### src/rtl/multicycle_main_fsm.sv
// Main control FSM of a multicycle RISC-V-style core: Moore state machine, opcode
// decode, sticky illegal-opcode indication and a retired-instruction counter.
module multicycle_main_fsm #(
  parameter bit          EN_JALR = 1'b1,
  parameter bit          EN_LUI  = 1'b1,
  parameter int unsigned CNT_W   = 32
) (
  input  logic             clk,
  input  logic             reset,
  input  logic [6:0]       Op,
  input  logic             Zero,
  input  logic             MemReady,
  output logic             MemReq,
  output logic             MemWrite,
  output logic             AdrSrc,
  output logic             IRWrite,
  output logic             PCWrite,
  output logic             RegWrite,
  output logic [1:0]       ResultSrc,
  output logic [1:0]       ALUSrcA,
  output logic [1:0]       ALUSrcB,
  output logic [1:0]       ALUOp,
  output logic [2:0]       ImmSrc,
  output logic             Illegal,
  output logic [CNT_W-1:0] InstRet
);

  localparam logic [6:0] OpLoad   = 7'b0000011;
  localparam logic [6:0] OpStore  = 7'b0100011;
  localparam logic [6:0] OpR      = 7'b0110011;
  localparam logic [6:0] OpI      = 7'b0010011;
  localparam logic [6:0] OpBranch = 7'b1100011;
  localparam logic [6:0] OpJal    = 7'b1101111;
  localparam logic [6:0] OpJalr   = 7'b1100111;
  localparam logic [6:0] OpLui    = 7'b0110111;

  typedef enum logic [3:0] {
    StFetch,
    StDecode,
    StMemAdr,
    StMemRead,
    StMemWb,
    StMemWrite,
    StExecR,
    StExecI,
    StAluWb,
    StBeq,
    StJal,
    StJalrAdr,
    StLui,
    StTrap
  } state_e;

  state_e           state_q, state_d;
  logic [CNT_W-1:0] instret_q;
  logic             retire;

  // State register
  always_ff @(posedge clk) begin
    if (reset) begin
      state_q <= StFetch;
    end else begin
      state_q <= state_d;
    end
  end

  // Next-state logic
  always_comb begin
    state_d = state_q;
    case (state_q)
      StFetch: begin
        if (MemReady) state_d = StDecode;
      end
      StDecode: begin
        case (Op)
          OpLoad, OpStore: state_d = StMemAdr;
          OpR:             state_d = StExecR;
          OpI:             state_d = StExecI;
          OpBranch:        state_d = StBeq;
          OpJal:           state_d = StJal;
          OpJalr:          state_d = EN_JALR ? StJalrAdr : StTrap;
          OpLui:           state_d = EN_LUI ? StLui : StTrap;
          default:         state_d = StTrap;
        endcase
      end
      StMemAdr:   state_d = (Op == OpLoad) ? StMemRead : StMemWrite;
      StMemRead: begin
        if (MemReady) state_d = StMemWb;
      end
      StMemWb:    state_d = StFetch;
      StMemWrite: begin
        if (MemReady) state_d = StFetch;
      end
      StExecR:    state_d = StAluWb;
      StExecI:    state_d = StAluWb;
      StLui:      state_d = StAluWb;
      StAluWb:    state_d = StFetch;
      StBeq:      state_d = StFetch;
      StJalrAdr:  state_d = StJal;
      StJal:      state_d = StAluWb;
      StTrap:     state_d = StTrap;
      default:    state_d = StFetch;
    endcase
  end

  // Moore outputs; Zero and MemReady only qualify the commit cycles of BEQ and FETCH
  always_comb begin
    MemReq    = 1'b0;
    MemWrite  = 1'b0;
    AdrSrc    = 1'b0;
    IRWrite   = 1'b0;
    PCWrite   = 1'b0;
    RegWrite  = 1'b0;
    ResultSrc = 2'b00;
    ALUSrcA   = 2'b00;
    ALUSrcB   = 2'b00;
    ALUOp     = 2'b00;
    Illegal   = 1'b0;
    case (state_q)
      StFetch: begin
        MemReq = 1'b1;
        if (MemReady) begin
          IRWrite   = 1'b1;
          ALUSrcB   = 2'b10;
          ResultSrc = 2'b10;
          PCWrite   = 1'b1;
        end
      end
      StDecode: begin
        ALUSrcA = 2'b01;
        ALUSrcB = 2'b01;
      end
      StMemAdr: begin
        ALUSrcA = 2'b10;
        ALUSrcB = 2'b01;
      end
      StMemRead: begin
        MemReq = 1'b1;
        AdrSrc = 1'b1;
      end
      StMemWb: begin
        ResultSrc = 2'b01;
        RegWrite  = 1'b1;
      end
      StMemWrite: begin
        MemReq   = 1'b1;
        MemWrite = 1'b1;
        AdrSrc   = 1'b1;
      end
      StExecR: begin
        ALUSrcA = 2'b10;
        ALUOp   = 2'b10;
      end
      StExecI: begin
        ALUSrcA = 2'b10;
        ALUSrcB = 2'b01;
        ALUOp   = 2'b10;
      end
      StLui: begin
        ALUSrcA = 2'b11;
        ALUSrcB = 2'b01;
      end
      StAluWb: begin
        RegWrite = 1'b1;
      end
      StBeq: begin
        ALUSrcA = 2'b10;
        ALUOp   = 2'b01;
        PCWrite = Zero;
      end
      StJalrAdr: begin
        ALUSrcA = 2'b10;
        ALUSrcB = 2'b01;
      end
      StJal: begin
        ALUSrcA = 2'b01;
        ALUSrcB = 2'b10;
        PCWrite = 1'b1;
      end
      StTrap: begin
        Illegal = 1'b1;
      end
      default: ;
    endcase
  end

  // Immediate type follows the opcode in every state
  always_comb begin
    case (Op)
      OpLoad, OpI, OpJalr: ImmSrc = 3'b000;
      OpStore:             ImmSrc = 3'b001;
      OpBranch:            ImmSrc = 3'b010;
      OpJal:               ImmSrc = 3'b011;
      OpLui:               ImmSrc = 3'b100;
      default:             ImmSrc = 3'b000;
    endcase
  end

  // An instruction retires on the edge that returns the FSM to FETCH
  always_comb begin
    retire = 1'b0;
    case (state_q)
      StMemWb, StAluWb, StBeq: retire = 1'b1;
      StMemWrite:              retire = MemReady;
      default:                 retire = 1'b0;
    endcase
  end

  always_ff @(posedge clk) begin
    if (reset) begin
      instret_q <= '0;
    end else if (retire) begin
      instret_q <= instret_q + CNT_W'(1);
    end
  end

  assign InstRet = instret_q;

endmodule

### config.mk
export PLATFORM = sky130hd
export DESIGN_NAME = multicycle_main_fsm
export DESIGN_NICKNAME = d
export VERILOG_FILES = /design/src/rtl/multicycle_main_fsm.sv
export SDC_FILE = /design/constraint.sdc
export NUM_CORES = 1
export LEC_CHECK = 0
export CORE_ASPECT_RATIO = 0.7
export CORE_UTILIZATION = 48
export DETAILED_ROUTE_END_ITERATION = 6
export PLACE_DENSITY = 0.9
export RECOVER_POWER = 100
export SYNTH_ARGS = -nofsm -noshare
export SYNTH_HDL_FRONTEND = slang
export SYNTH_SLANG_ARGS = --single-unit
### constraint.sdc
create_clock -name clk -period 2.12 [get_ports clk]
set_input_delay 0.318 -clock clk [delete_from_list [all_inputs] [get_ports clk]]
set_output_delay 0.318 -clock clk [all_outputs]
set_load 0.005 [all_outputs]
Word level (Yosys, flattened, before mapping):

Index checks and enable logic that the tools add are counted.
Widths: inputs -> output; s select.

* reductions and logical operators: 12
* add/subtract/negate cells: 1
* multiplexer cells: 21
* eq/ne operators: 24

Operators with widths (count)
* $add 32x1->32 const B: 1
* $pmux 4 s8: 1
* $pmux 4 s7: 1
* $eq 4x4->1 const B: 6
* $eq 7x6->1 const B: 3
* $eq 7x7->1 const B: 3
* $eq 4x3->1 const B: 4
* $mux 4: 3
* $pmux 2 s3: 2
* $pmux 3 s4: 1
* $reduce_or 2->1: 5
* $reduce_or 5->1: 2
* $eq 4x2->1 const B: 2
* $pmux 2 s2: 2
* $eq 7x2->1 const B: 1
* $eq 7x5->1 const B: 1
* $mux 1: 7
* $ne 2x2->1 const B: 3
* $reduce_or 3->1: 2
* $eq 4x1->1 const B: 1
* $logic_not 4->1: 1
* $reduce_or 4->1: 1
* $mux 3: 1
* $pmux 1 s3: 1
* other kinds (3): 3

* bits of input ports: 11
* output and inout bits: 50
* register bits after elaboration: 36

Logic depth before layout (Yosys ltp):

* word-level depth: 4
* depth in mapped cells: 8
* gate-level depth less buffers: 6

Worst setup path before layout:

No wires, ideal clock.

* path kind: register to register
* from: register instret_q[0], in the netlist InstRet[0]
* to: register instret_q[24], in the netlist InstRet[24]
* arrival time: 1.831 ns
* setup time: 0.115 ns
* period minus slack after synthesis: 1.946 ns
* data required time: 2.005 ns
* path slack: 0.174 ns
* stages on the path, launching flop included: 8
* cell sequence: dfxtp_1 -> ha_1 -> nand4_2 -> nor4_1 -> nand3_1 -> buf_2 -> o31a_1 -> o21ba_2

* longest elaborated chain between the ends: 1

Ends and longest elaborated chain
* from (decl): RTL line 55 `logic [CNT_W-1:0] instret_q;`
* from (signal assigned): RTL line 213 `instret_q <= instret_q + CNT_W'(1);`
* $add 32x1->32: RTL line 213

No other way between the ends.
A chain may end at the register's enable or synchronous reset.

Final worst setup path:

* from: input port Op[1]
* to: output port ImmSrc[1]

* longest elaborated chain between the ends: 2

Ends and longest elaborated chain
* from (decl): RTL line 10 `input logic [6:0] Op,`
* $eq 7x6->1 / $eq 7x7->1 (equally long branches): RTL line 189 `case (Op)`
* $pmux 3 s4 *: RTL line 189
* to (decl): RTL line 23 `output logic [2:0] ImmSrc,`

Every way passes the cells marked *; elsewhere a longest branch is shown, timed or not.

==> reports/metrics.yaml <==
rrSetupSlack_ps: 150
layout-drive-gt1-share_pct: 18.75
syn_area_um2: 2188
synth_edf_count: 0
timing.hold.ws_ps: 502.5
grt_pass1_vias: 2169
drt_iter0_drc: 165
core_area_um2: 4354
setup_viol: 1
start_kind: "primary input"
post-route-period-util_pct: 111.9
nFillCells: 300
max-slew-margin-rel_pct: 69.40
synth_largest_area_cell: "dfxtp_1"
cts.sinks: 36
die_x_um: 82.70
rows: 20
avgViaCountPerCell: 5.863
fin_ws_ps: -251.3
seq_area_frac_synth_pct: 32.93
crit_top_cell: "clkdlybuf4s50_1"
hold_viol: 0
synth_top_family_by_area: "simple AND/OR/NAND/NOR gates"
ys_warn_count: 0
failed_checks: "setup timing"
htree_levels: 2
drc: 0
power_leakage_uw: 0.001341
placed_area_um2: 3034
cts_buffers: 5
grtUsageTotal_pct: 27.40
diodes: 0
critical_path_buf_inv_count: 2
ys_types: 53
critical_path_class: "in2out"
cp_top_family: "buffers and inverters"
placed_cells: 411
drt_first_pass_iters: 5
area_growth_pct: 48.14
ant_nets: 0
irDropWorstVdd_uv: 521.1
start_util_pct: 50.26
grt_first_pass_wirelength_um: 10150
worstPathRequired_ps: 1800
grt_overflow: 0
fin_area_um2: 3242
maxCapViolCount: 0
power_uw: 2629
power_density_nw_per_um2: 810.9
synth_xor_area_share_pct: 10.01
cts-root-buf: "clkbuf_8"
portBuffers: 60
insertion_delay_ps: 290
grt_max_degree: 39
slew_viol_final: 0
avgRoutedWirePerCell_um: 15.35
tightest_slew_ps: 454.8
place_hpwl_um: 4319
routed_wl_um: 6492
fin_crit_ps: 2371
synthSimpleGateAreaFrac_pct: 35.11
synth_top_area_share_pct: 32.93
vias: 2480
nNetsFinal: 379
synth_compound_gate_area_share_pct: 14.81
synthTopCellsByArea: "dfxtp_1, nor2_1, xnor2_1"
fmax_mhz: 421.7
hold_class: "reg2reg"
yosys_most_used_dff: "dfxtp_1"
fp.dieH_um: 58.49
yosys.area_share.adder_pct: 0.5718
post-place-ws_ps: 11.66
crit_path_max_incr_delay_ps: 630
io_pins: 61
die-area_um2: 4837
netlist_instances: 284
synth.most_common_cell: "nor2_1"
slowest_stage: "clkdlybuf4s50_1"
path_clk_slew_ps: 70
ys_async_sr_fraction_pct: 0
yosys-top-cells-count: "nor2_1, dfxtp_1, nand2_1"
fin_skew_ps: 2.354
final_cell_count_no_fill: 423
ys_ff_latch: 36
synth.avg_cell_area_um2: 7.705
cp-end-kind: "output port"
routabilityCongestion: 0.8754
antenna_found_initial: 0
outcome: "complete, but fails checks"
path_cells: "clkdlybuf4s50_1, nand2_1, nor4_1, clkdlybuf4s50_1"
cts_tree: "built"
crit_fanout: 5
clock_path_buffers: 2
synthMuxAreaShare_pct: 1.029
crit_arrival_ps: 2050
syn_nets: 296
[sequential cells by signal (all words and copies together), names as in the netlist]
| name | flops |
|---|---|
| state_q | 4 |
| InstRet | 32 |
[through the flow]
stage          TNS, ps  utilization [%]
2_1_floorplan        0                -
3_3_place_gp         0            69.68
3_5_place_dp         0            69.68
4_1_cts              0            72.96
5_1_grt         -232.5            74.45
6_report        -251.3            74.45
[timing repair]
action                                  CTS  global route
endpoints found under the setup margin   11            10
hold buffers                              0             0
pin swaps                                 0             2
gates cloned                              0             0
setup buffers                             1             3
gates resized for setup                  20            13
[power breakdown]
| group | switching, uW | internal [uW] |
|---|---|---|
| clock | 251 | 264 |
| combinational | 632 | 678 |
| sequential | 80.3 | 724 |
| total | 963 | 1670 |
[tightest hold or removal path: stages (launching register included)]
cell and delay [ps]:
dfxtp_1 330, o31ai_1 70, a21oi_1 60
[cells by family after synthesis]
group,Yosys count
buffers and inverters,30
xor gates and xnor gates,25
and+or+nand+nor,140
AOI/OAI and AO/OA,50
DFF,36
muxes,2
adders and majority gates,1
[layout by cell type, fill, tap and decap left out, drive strengths merged, types with 8 or more instances in the layout]
cell type,instances
xnor2,16
dlygate4sd3,32
clkbuf,8
nor3,12
xor2,9
nand4,12
o21ai,11
nand3,10
nor2,38
nand2,18
buf,37
inv,8
a21oi,15
clkdlybuf4s50,21
nor4,14
dfxtp,36
[final timing paths]
kind,from,end,cells past startpoint
max,Op[1],ImmSrc[1],4
min,InstRet[31]$_SDFFE_PP0P_,InstRet[31]$_SDFFE_PP0P_,2
max reg2reg,InstRet[0]$_SDFFE_PP0P_,InstRet[30]$_SDFFE_PP0P_,7
min reg2reg,InstRet[31]$_SDFFE_PP0P_,InstRet[31]$_SDFFE_PP0P_,2
[area by class of cell]
type,instances,area [um2],area share (%)
repair buffers,98,919.6,28.37
flip-flops and latches,36,729.5,22.50
multi-input cells,218,1400,43.19
well taps,55,68.82,2.123
clock buffers,7,86.33,2.663
inverters,8,30.03,0.9263
clock inverters,1,7.507,0.2316
[metal layers]
metal  vias to the layer above  share of wire [%]  global-route usage, %
met5                         -                  0                      0
met4                         0                2.7                  12.07
met3                        21                6.8                  5.891
met2                       113                 47                  42.51
met1                      1167                 43                  36.61
li1                       1179                  -                      -
No activity file was read; power rests on OpenSTA's default activity.
